==> src/rtl/trivium_stream_ctrl.sv <==
// Session controller between a bit-serial keystream core, a byte FIFO and a
// ready/valid ciphertext output: warms the core up, then XORs 8 keystream bits per byte.
module trivium_stream_ctrl #(
    parameter int WARMUP = 1152
) (
    input  logic        clk,
    input  logic        rst,
    input  logic        start,
    input  logic        stop,
    output logic        core_init,
    output logic        core_step,
    input  logic        core_ks,
    input  logic [1:0]  fifo_condition,
    output logic        fifo_read,
    input  logic [7:0]  fifo_dout,
    input  logic        fifo_read_stb,
    output logic [7:0]  dout,
    output logic        dout_valid,
    input  logic        out_ready,
    output logic        busy,
    output logic [15:0] byte_count
);

    typedef enum logic [2:0] {
        S_IDLE,
        S_INIT,
        S_WARMUP,
        S_FETCH,
        S_WAIT_DATA,
        S_GEN,
        S_OUT
    } state_t;

    localparam logic [10:0] WARMUP_LAST = 11'(WARMUP - 1);

    state_t      r_state;
    state_t      w_next;
    logic [10:0] r_step_cnt;
    logic [2:0]  r_bit_cnt;
    logic [7:0]  r_data;
    logic [6:0]  r_ks;
    logic [7:0]  r_dout;
    logic        r_dout_valid;
    logic [15:0] r_byte_count;
    logic        w_warm_done;
    logic        w_fifo_has_data;

    assign w_warm_done     = (r_step_cnt == WARMUP_LAST);
    assign w_fifo_has_data = (fifo_condition != 2'b00);

    always_ff @(posedge clk) begin
        if (rst) begin
            r_state <= S_IDLE;
        end else begin
            r_state <= w_next;
        end
    end

    always_comb begin
        w_next = r_state;
        case (r_state)
            S_IDLE:      if (start) w_next = S_INIT;
            S_INIT:      w_next = S_WARMUP;
            S_WARMUP:    if (w_warm_done) w_next = S_FETCH;
            // stop wins over a pending FIFO read so a session can end cleanly
            S_FETCH: begin
                if (stop) begin
                    w_next = S_IDLE;
                end else if (w_fifo_has_data) begin
                    w_next = S_WAIT_DATA;
                end
            end
            S_WAIT_DATA: if (fifo_read_stb) w_next = S_GEN;
            S_GEN:       if (r_bit_cnt == 3'd7) w_next = S_OUT;
            S_OUT:       if (out_ready) w_next = S_FETCH;
            default:     w_next = S_IDLE;
        endcase
    end

    always_comb begin
        core_init = (r_state == S_INIT);
        core_step = (r_state == S_WARMUP) || (r_state == S_GEN);
        fifo_read = (r_state == S_FETCH) && !stop && w_fifo_has_data;
        busy      = (r_state != S_IDLE);
    end

    always_ff @(posedge clk) begin
        if (rst) begin
            r_step_cnt   <= '0;
            r_bit_cnt    <= '0;
            r_data       <= '0;
            r_ks         <= '0;
            r_dout       <= '0;
            r_dout_valid <= 1'b0;
            r_byte_count <= '0;
        end else begin
            case (r_state)
                S_IDLE:   if (start) r_byte_count <= '0;
                S_INIT:   r_step_cnt <= '0;
                S_WARMUP: r_step_cnt <= r_step_cnt + 11'd1;
                S_WAIT_DATA: begin
                    if (fifo_read_stb) begin
                        r_data    <= fifo_dout;
                        r_bit_cnt <= '0;
                    end
                end
                // keystream arrives LSB first; the 8th bit goes straight into the XOR
                S_GEN: begin
                    r_bit_cnt <= r_bit_cnt + 3'd1;
                    if (r_bit_cnt == 3'd7) begin
                        r_dout       <= r_data ^ {core_ks, r_ks};
                        r_dout_valid <= 1'b1;
                    end else begin
                        r_ks[r_bit_cnt] <= core_ks;
                    end
                end
                S_OUT: begin
                    if (out_ready) begin
                        r_dout_valid <= 1'b0;
                        r_byte_count <= r_byte_count + 16'd1;
                    end
                end
                default: ;
            endcase
        end
    end

    assign dout       = r_dout;
    assign dout_valid = r_dout_valid;
    assign byte_count = r_byte_count;

endmodule
==> config.mk <==
export PLATFORM = sky130hd
export DESIGN_NAME = trivium_stream_ctrl
export DESIGN_NICKNAME = d
export VERILOG_FILES = /design/src/rtl/trivium_stream_ctrl.sv
export SDC_FILE = /design/constraint.sdc
export NUM_CORES = 1
export LEC_CHECK = 0
export BUFFER_PORTS_ARGS = -buffer_cell sky130_fd_sc_hd__buf_4
export CAP_MARGIN = 20
export CELL_PAD_IN_SITES_DETAIL_PLACEMENT = 1
export CELL_PAD_IN_SITES_GLOBAL_PLACEMENT = 1
export CORE_UTILIZATION = 42
export DETAILED_ROUTE_END_ITERATION = 8
export PLACE_DENSITY_LB_ADDON = 0.1
export SLEW_MARGIN = 25
export SYNTH_ARGS = -nofsm -noshare
export SYNTH_HDL_FRONTEND = slang
export SYNTH_SLANG_ARGS = --single-unit
==> constraint.sdc <==
create_clock -name clk -period 2.56 [get_ports clk]
set_clock_uncertainty 0.05 [all_clocks]
set_input_delay 0.512 -clock clk [delete_from_list [all_inputs] [get_ports clk]]
set_output_delay 0.512 -clock clk [all_outputs]
set_load 0.02 [all_outputs]
==> impl_metrics.csv, run 1 <==
group,metric,value,unit
detailed_routing,route.detailed.drc,0,
worst_setup_path,path_cells,"and3b_1 > or2_2 > buf_4",
synth,seq_area_frac_synth,0.424,
cts,cts.path.max_buffers,2,
placement,gp_congestion,0.801,
placement,portBuffers,45,
synth,synth-xor-area-share,0.0586,
synth,synth.net_count,322,
status,status,"finished clean",
detailed_routing,drt-total-wl,6550,um
sta,worstMarginPinSlew,0.542,ns
grt,antenna_found_initial,0,
detailed_routing,dr_total_vias,2355,
power_and_ir_drop,p_int,0.00138,W
synth,synth.cell_area,2690,um^2
cts,h-tree-depth,3,
finish,final_core_util,0.537,
power_and_ir_drop,power.share.sequential,0.493,
worst_setup_path,critPathCapture,"core_step",
synth,synth_top_family_by_area,"simple AND/OR/NAND/NOR gates",
run,maxCapViolCount,0,
detailed_routing,via_per_inst,5.59,
detailed_routing,firstDrtPassIters,4,
synth,synthFlopType,"dfxtp_1",
grt,first_global_vias,2276,
detailed_routing,top_layer,"met4",
detailed_routing,wl_met1,3210,um
finish,fin_cells,421,
power_and_ir_drop,power_frac_comb,0.092,
cts,cts_root_buffer,"clkbuf_8",
sta,timing.final.crit_period,2.37,ns
finish,antenna_cells,0,
floorplanning,start_util,0.444,
finish,fill_cells,739,
detailed_routing,drt_iter0_markers,58,
hold_path,hold_path_depth,3,
detailed_routing,ant_nets,0,
grt,track_usage,0.210,
worst_setup_path,worstReg2RegStart,"r_state[1]",
sta,fmax,422,MHz
synth,synthSimpleGateAreaFrac,0.222,
floorplanning,fp.dieArea,6730,um^2
placement,detailed_place_hpwl,4540,um
sta,relSlewSlack,0.638,
worst_setup_path,startpoint,"r_state[1]",
cts,cts_resized,0,
grt,grt_pass1_wl,10600,um
worst_setup_path,worstPathArrival,1.81,ns
worst_setup_path,reg2reg_setup_slack,0.33,ns
finish,multi_input_area,1440,um^2
floorplanning,die_w,82.1,um
power_and_ir_drop,p_clk_frac,0.415,
worst_setup_path,cp-end-kind,"output port",
finish,regArea,1140,um^2
power_and_ir_drop,p_sw_frac,0.258,
cts,post-cts-setup-buffers,0,
grt,grt_overflow_total,0,
floorplanning,die_h,82.1,um
detailed_routing,wl_per_cell,15.6,um
worst_setup_path,crit_family,"flip-flops",
cts,ctsHoldBuffers,0,
worst_setup_path,crit_fanout,18,
power_and_ir_drop,cellPowerDensity,572,nW/um^2
cts,cts_tree,"built",
cts,clk_pin_slew,0.06,ns
finish,area_delta_synth_final,20.8,%
floorplanning,core-area,6060,um^2
worst_setup_path,critPathKind,"reg -> out",
sta,drv_slew,0,
synth,synthDistinctLibCells,50,
finish,final_cell_mix,"dfxtp_1, buf_4, nor2_1",
grt,grt_start_max_net_pins,46,
cts,cts_inserted_buffers,9,
worst_setup_path,critical-path-max-stage-delay,0.66,ns
synth,synth_edf_count,0,
floorplanning,rows,28,
finish,drive_gt1_frac,0.214,
hold_path,hold_class,"in -> reg",
sta,finalSetupViolations,0,
synth,ys_seq_elements,57,
cts,insertion_delay,0.33,ns
worst_setup_path,required,2.00,ns
placement,placed_cells_incl_taps,406,
power_and_ir_drop,p_leak,1.18,nW
synth,synthMuxAreaShare,0.0525,
worst_setup_path,crit_cells,3,
detailed_routing,route.met3.wl,219,um
floorplanning,io_pins,46,
synth,yosys_warnings,0,
power_and_ir_drop,p_sw,0.000479,W
worst_setup_path,cp-start-kind,"flop",
sta,finalCritPeriodShare,0.927,
power_and_ir_drop,vdd_ir_drop_max,0.295,mV
synth,synth_compound_area_frac,0.182,
worst_setup_path,cpMaxStageDelayCell,"dfxtp_1",
finish,final_common_cell,"dfxtp_1",
synth,synthAdderAreaFrac,0.0186,
power_and_ir_drop,total_power,0.00186,W
worst_setup_path,critPathBufInv,1,
cts,cts_sinks,57,
synth,ys_async_sr_fraction,0,
sta,hold_violations,0,
synth,syn_inst,301,
worst_setup_path,r2r.worst_path.cells,4,
worst_setup_path,reg2reg_to,"byte_count[11]",
finish,nets,363,
sta,rsz0062_at_grt,"no",
synth,syn_area_per_cell,8.94,um^2
sta,tns,0,ns
detailed_routing,wl_met2,3040,um
-- synthesized netlist by cell type, drive strengths merged, types with 3 or more instances --
| cell type | n | area, um^2 |
|---|---|---|
| a2111oi | 3 | 70.1 |
| a211oi | 13 | 97.6 |
| a21oi | 21 | 105 |
| a22oi | 3 | 22.5 |
| and4 | 4 | 35.0 |
| buf | 9 | 53.8 |
| clkbuf | 11 | 41.3 |
| dfxtp | 57 | 1140 |
| ha | 4 | 50.1 |
| inv | 5 | 18.8 |
| mux2i | 13 | 130 |
| nand2 | 13 | 48.8 |
| nand3 | 13 | 65.1 |
| nand4 | 6 | 37.5 |
| nand4b | 3 | 26.3 |
| nor2 | 47 | 176 |
| nor3 | 6 | 30.0 |
| nor4 | 3 | 18.8 |
| o21ai | 10 | 50.1 |
| or3 | 6 | 37.5 |
| xnor2 | 17 | 149 |
-- registers in the layout, indices dropped and copies added (netlist names) --
register    cells
byte_count     16
dout            8
dout_valid      1
r_bit_cnt       3
r_data          8
r_ks            7
r_state         3
r_step_cnt     11
-- worst register-to-register path, cell delays in order (launching register included) --
cell and delay [ns]:
dfxtp_1 0.48, or4b_4 0.72, a211o_1 0.43, or3_1 0.34, a21oi_1 0.14
-- kinds of logic after synthesis --
group,count (synthesis)
simple gates,116
compound gates,67
flops,57
buf+inv,25
xor+xnor,18
mux,14
fa+ha+maj,4
-- through the flow --
| stage | setup WS [ns] | instance area, um^2 | hold WS, ns |
|---|---|---|---|
| floorplan | 0.617 | 2690 | 0.399 |
| global placement | 0.399 | 3070 | 0.413 |
| detailed placement | 0.339 | 3070 | 0.418 |
| CTS | 0.157 | 3250 | 0.349 |
| global route | 0.0700 | 3250 | 0.351 |
| finish | 0.188 | 3250 | 0.362 |
-- power groups by stage --
stage / Sequential (W) / Clock [W] / Combinational (W)
6_report: 0.000916 / 0.000772 / 0.000171
5_1_grt: 0.000918 / 0.000831 / 0.000186
4_1_cts: 0.000916 / 0.000791 / 0.000173
3_5_place_dp: 0.000935 / 0 / 0.000172
3_3_place_gp: 0.000935 / 0 / 0.000169
2_1_floorplan: 0.000919 / 0 / 0.000131
-- layout make-up --
class | count | area share
sequential | 57 | 0.351
tap | 75 | 0.0289
clock inverter | 3 | 0.00462
clock buffer | 12 | 0.0508
inverter | 5 | 0.00577
timing repair buffer | 50 | 0.115
multi-input combinational | 219 | 0.444
-- how the worst min path moves through the flow --
| stage | start | end |
|---|---|---|
| finish | fifo_dout[7] | r_data[7] |
| global route | fifo_dout[3] | r_data[3] |
| detailed placement | r_ks[4] | r_ks[4] |
| floorplan | r_ks[4] | r_ks[4] |
| global placement | r_ks[4] | r_ks[4] |
| CTS | fifo_dout[7] | r_data[7] |
-- routing by layer --
metal / GRT usage / vias to the layer above
li1: - / 1174
met1: 0.277 / 1142
met2: 0.317 / 32
met3: 0.0689 / 7
met4: 0.0737 / 0
met5: 0 / -
Note: power is estimated with default switching activity, not from simulation.
==> inputs of run 2 (changes only) <==
--- a/config.mk
+++ b/config.mk
@@ -9,6 +9,7 @@
 export CAP_MARGIN = 20
 export CELL_PAD_IN_SITES_DETAIL_PLACEMENT = 1
 export CELL_PAD_IN_SITES_GLOBAL_PLACEMENT = 1
+export CORE_MARGIN = 5
 export CORE_UTILIZATION = 42
 export DETAILED_ROUTE_END_ITERATION = 8
 export PLACE_DENSITY_LB_ADDON = 0.1
==> run 2 against run 1 <==
Non-clock buffer count is the same. Combinational power is essentially flat. Sequential power is essentially flat. Fmax shrank 2.5%. Final cell count grew 0.71%. Global-route usage shrank 4.1 points. Worst setup slack lost 0.060 ns. Flip-flop and latch count is the same. Die area grew 20%. Register-to-register slack is essentially flat. First-iteration DRC count grew 3.4%. Critical path type unchanged. Critical endpoint unchanged. Largest cell class unchanged. Highest routed layer unchanged.
==> impl_metrics.csv, run 2 (synthesis results as in run 1) <==
group,metric,value,unit
worst_setup_path,critPathKind,"reg -> out",
status,status,"finished clean",
worst_setup_path,reg2reg_to,"byte_count[11]",
worst_setup_path,critPathCapture,"core_step",
floorplanning,start_util,0.429,
cts,h-tree-depth,3,
sta,worstMarginPinSlew,0.571,ns
detailed_routing,ant_nets,0,
detailed_routing,drt-total-wl,6640,um
finish,drive_gt1_frac,0.213,
floorplanning,core-area,6280,um^2
cts,clk_pin_slew,0.07,ns
cts,cts_tree,"built",
placement,gp_congestion,0.748,
finish,final_cell_mix,"dfxtp_1, buf_4, nor2_1",
grt,first_global_vias,2361,
cts,cts_root_buffer,"clkbuf_8",
sta,drv_slew,0,
grt,track_usage,0.169,
worst_setup_path,cp-start-kind,"flop",
worst_setup_path,crit_fanout,18,
cts,post-cts-setup-buffers,0,
sta,fmax,411,MHz
floorplanning,rows,29,
worst_setup_path,required,2.00,ns
floorplanning,io_pins,46,
detailed_routing,route.detailed.drc,0,
detailed_routing,wl_met1,3280,um
placement,detailed_place_hpwl,4540,um
floorplanning,fp.dieArea,8110,um^2
detailed_routing,top_layer,"met4",
worst_setup_path,cp-end-kind,"output port",
finish,final_area,3280,um^2
worst_setup_path,worstPathArrival,1.87,ns
power_and_ir_drop,p_leak,1.19,nW
sta,rsz0062_at_grt,"no",
detailed_routing,drt_iter0_markers,60,
sta,finalSetupViolations,0,
finish,fill_cells,761,
placement,placed_area,3070,um^2
sta,tns,0,ns
finish,largest_reg_flops,16,
run,maxCapViolCount,0,
detailed_routing,via_per_inst,5.53,
cts,ctsHoldBuffers,0,
cts,cts.path.max_buffers,2,
detailed_routing,dr_total_vias,2346,
power_and_ir_drop,cellPowerDensity,607,nW/um^2
sta,hold_violations,0,
finish,antenna_cells,0,
detailed_routing,wl_per_cell,15.7,um
worst_setup_path,startpoint,"r_state[1]",
finish,area_delta_synth_final,22.0,%
cts,insertion_delay,0.33,ns
sta,relSlewSlack,0.619,
sta,timing.final.crit_period,2.43,ns
finish,final_common_cell,"dfxtp_1",
worst_setup_path,worstReg2RegStart,"r_state[1]",
grt,grt_overflow_total,0,
finish,nets,363,
power_and_ir_drop,vdd_ir_drop_max,0.347,mV
grt,antenna_found_initial,0,
placement,portBuffers,45,
grt,grt_start_max_net_pins,46,
grt,grt_pass1_wl,11500,um
detailed_routing,wl_met2,3000,um
floorplanning,die_h,90.1,um
hold_path,holdCritStartpoint,"fifo_dout[3]",
worst_setup_path,r2r.worst_path.cells,4,
cts,cts_resized,0,
hold_path,hold_class,"in -> reg",
detailed_routing,route.met3.wl,227,um
detailed_routing,firstDrtPassIters,4,
cts,cts_sinks,57,
sta,finalCritPeriodShare,0.950,
worst_setup_path,reg2reg_setup_slack,0.32,ns
floorplanning,die_w,90.1,um
cts,cts_inserted_buffers,9,
[run 2: power by group]
part / leakage (nW) / total, W / internal (W) / switching [W]
Clock: 0.106 / 0.000906 / 0.000543 / 0.000363
Sequential: 0.459 / 0.000916 / 0.000895 / 0.0000214
Combinational: 0.625 / 0.000171 / 0.0000647 / 0.000106
[run 2: final cells by class]
type                       count  area, um^2  area share
timing repair buffer          50         375       0.114
clock inverter                 6        82.6      0.0251
sequential                    57        1140       0.347
clock buffer                  10         128      0.0389
tap                           77        96.3      0.0293
multi-input combinational    219        1440       0.439
inverter                       5        18.8     0.00571
[run 2: how the worst min path moves through the flow]
stage	end	cells after the start
2_1_floorplan	r_ks[4]	2
3_3_place_gp	r_ks[0]	2
3_5_place_dp	r_ks[0]	2
4_1_cts	r_data[3]	3
5_1_grt	r_data[3]	3
6_report	r_data[3]	3
[run 2: metrics by stage]
step	instances	setup WS [ns]	power [W]	util	hold WS, ns
finish	424	0.128	0.00199	0.523	0.362
global route	424	0.0242	0.00208	0.523	0.368
CTS	424	0.136	0.00201	0.523	0.357
detailed placement	408	0.339	0.00111	0.490	0.418
global placement	408	0.404	0.00110	0.490	0.413
floorplan	301	0.617	0.00105	-	0.399
[run 2: critical path: stages (launching register included)]
cell and delay, ns:
dfxtp_1 0.68, and3b_1 0.35, or2_2 0.33, buf_4 0.16
[run 2: per-layer routing]
metal  global-route usage  vias up
met2                0.255       36
li1                     -     1175
met1                0.231     1122
met5                    0        -
met4               0.0757        0
met3               0.0367       13
==> inputs of run 3 (changes only) <==
--- a/config.mk
+++ b/config.mk
@@ -10,7 +10,7 @@
 export CELL_PAD_IN_SITES_DETAIL_PLACEMENT = 1
 export CELL_PAD_IN_SITES_GLOBAL_PLACEMENT = 1
 export CORE_MARGIN = 5
-export CORE_UTILIZATION = 42
+export CORE_UTILIZATION = 45
 export DETAILED_ROUTE_END_ITERATION = 8
 export PLACE_DENSITY_LB_ADDON = 0.1
 export SLEW_MARGIN = 25
==> constraint.sdc (replaced) <==
create_clock -name clk -period 3.1 [get_ports clk]
set_clock_uncertainty 0.05 [all_clocks]
set_input_delay 0.62 -clock clk [delete_from_list [all_inputs] [get_ports clk]]
set_output_delay 0.62 -clock clk [all_outputs]
set_load 0.02 [all_outputs]
==> run 3 against run 2 <==
First-iteration DRC count rose by 20%. Flip-flop and latch count stayed put. Total power down 20%. Critical path type unchanged. Critical endpoint unchanged. Largest power group unchanged.
==> impl_metrics.csv, run 3 (synthesis results as in run 1) <==
group,metric,value,unit
worst_setup_path,worstReg2RegStart,"r_state[1]",
floorplanning,rows,28,
power_and_ir_drop,p_clk_frac,0.438,
worst_setup_path,critPathBufInv,2,
cts,insertion_delay,0.33,ns
detailed_routing,wl_met2,3240,um
power_and_ir_drop,p_int,0.00120,W
power_and_ir_drop,total_power,0.00159,W
sta,finalCritPeriodShare,0.815,
detailed_routing,route.detailed.drc,0,
detailed_routing,via_per_inst,5.61,
worst_setup_path,required,2.43,ns
finish,fill_cells,699,
floorplanning,die_w,87.3,um
finish,final_common_cell,"dfxtp_1",
run,maxCapViolCount,0,
floorplanning,io_pins,46,
worst_setup_path,path_cells,"nand2b_1 > nor2_1 > buf_4 > or2_2 > buf_4",
worst_setup_path,reg2reg_to,"byte_count[13]",
finish,nets,362,
cts,cts_resized,0,
sta,worstMarginPinSlew,0.637,ns
grt,first_global_vias,2447,
finish,area_delta_synth_final,21.1,%
finish,antenna_cells,0,
power_and_ir_drop,power_frac_comb,0.088,
worst_setup_path,cp-end-kind,"output port",
detailed_routing,drt_iter0_markers,72,
cts,ctsHoldBuffers,0,
worst_setup_path,worstPathArrival,1.86,ns
placement,detailed_place_hpwl,4620,um
placement,portBuffers,45,
cts,h-tree-depth,3,
finish,final_cell_mix,"dfxtp_1, buf_4, nor2_1",
cts,post-cts-setup-buffers,0,
power_and_ir_drop,p_leak,1.18,nW
power_and_ir_drop,vdd_ir_drop_max,0.360,mV
status,status,"finished clean",
finish,regArea,1140,um^2
worst_setup_path,reg2reg_setup_slack,0.86,ns
hold_path,min_to,"r_ks[4]",
worst_setup_path,r2r.worst_path.cells,4,
detailed_routing,ant_nets,0,
sta,tns,0,ns
worst_setup_path,crit_family,"flip-flops",
worst_setup_path,cp-start-kind,"flop",
floorplanning,core-area,5850,um^2
grt,grt_pass1_wl,11300,um
sta,fmax,396,MHz
worst_setup_path,critPathKind,"reg -> out",
worst_setup_path,critical-path-max-stage-delay,0.63,ns
grt,grt_start_max_net_pins,46,
cts,cts_sinks,57,
cts,clk_pin_slew,0.07,ns
sta,hold_violations,0,
hold_path,holdCritStartpoint,"r_ks[4]",
sta,timing.final.crit_period,2.53,ns
power_and_ir_drop,p_sw,0.000394,W
sta,rsz0062_at_grt,"no",
finish,largest_reg_flops,16,
detailed_routing,top_layer,"met4",
finish,drive_gt1_frac,0.209,
hold_path,hold_class,"reg -> reg",
grt,grt_overflow_total,0,
sta,drv_slew,0,
cts,cts_inserted_buffers,9,
detailed_routing,firstDrtPassIters,4,
detailed_routing,route.met3.wl,258,um
detailed_routing,drt-total-wl,6760,um
worst_setup_path,cpMaxStageDelayCell,"dfxtp_1",
detailed_routing,dr_total_vias,2356,
floorplanning,die_h,87.3,um
grt,track_usage,0.187,
cts,cts_root_buffer,"clkbuf_8",
floorplanning,fp.dieArea,7630,um^2
grt,antenna_found_initial,0,
hold_path,hold_path_depth,2,
sta,relSlewSlack,0.575,
finish,multi_input_area,1440,um^2
placement,gp_congestion,0.775,
worst_setup_path,crit_fanout,17,
power_and_ir_drop,cellPowerDensity,489,nW/um^2
power_and_ir_drop,p_sw_frac,0.247,
cts,cts_tree,"built",
worst_setup_path,crit_top_cell,"buf_4",
power_and_ir_drop,power.share.sequential,0.474,
detailed_routing,wl_met1,3200,um
detailed_routing,wl_per_cell,16.1,um
floorplanning,start_util,0.460,
cts,cts.path.max_buffers,2,
sta,finalSetupViolations,0,
run 3: changes by cell type in the layout (fill, tap and decap cells not counted):
cell	delta
clkbuf_8	+2
clkinv_2	-1
clkinvlp_4	-1
buf_4	-1
bufinv_16	-1
run 3: through the flow:
| step | hold slack (ns) | utilization | area [um^2] | setup slack [ns] | std cells |
|---|---|---|---|---|---|
| floorplan | 0.399 | - | 2690 | 1.03 | 301 |
| global placement | 0.414 | 0.524 | 3060 | 0.842 | 405 |
| detailed placement | 0.425 | 0.524 | 3060 | 0.781 | 405 |
| CTS | 0.435 | 0.557 | 3260 | 0.574 | 420 |
| global route | 0.446 | 0.557 | 3260 | 0.370 | 420 |
| finish | 0.430 | 0.557 | 3260 | 0.573 | 420 |
run 3: layout make-up:
type / count / area share
clock buffer: 12 / 0.0476
clock inverter: 3 / 0.0123
inverter: 5 / 0.00576
multi-input combinational: 219 / 0.443
sequential: 57 / 0.350
tap: 75 / 0.0288
timing repair buffer: 49 / 0.113
run 3: power groups by stage:
stage	Combinational (W)	Sequential (W)	Clock, W
2_1_floorplan	0.000108	0.000759	0
3_3_place_gp	0.000137	0.000772	0
3_5_place_dp	0.000140	0.000773	0
4_1_cts	0.000142	0.000756	0.000715
5_1_grt	0.000152	0.000759	0.000750
6_report	0.000140	0.000756	0.000698
run 3: how the worst max path moves through the flow:
stage / endpoint / cells past startpoint / slack [ns] / start
after global placement: byte_count[13] / 5 / 0.84 / start
after floorplan: fifo_read / 1 / 1.03 / stop
final: core_step / 5 / 0.57 / r_state[2]
after detailed placement: byte_count[13] / 5 / 0.78 / start
after global routing: fifo_read / 3 / 0.37 / r_state[1]
after CTS: core_step / 5 / 0.57 / r_state[2]
run 3: worst min-delay path: cells and delay by family (launching register included):
family | cells | cell delay [ns]
and+or+nand+nor | 1 | 0.06
DFF | 1 | 0.32
AOI/OAI and AO/OA | 1 | 0.05
run 3: layer usage:
layer | global-route usage | vias to the layer above
met5 | 0 | -
met4 | 0.0544 | 0
li1 | - | 1179
met3 | 0.0568 | 6
met1 | 0.235 | 1142
met2 | 0.309 | 29
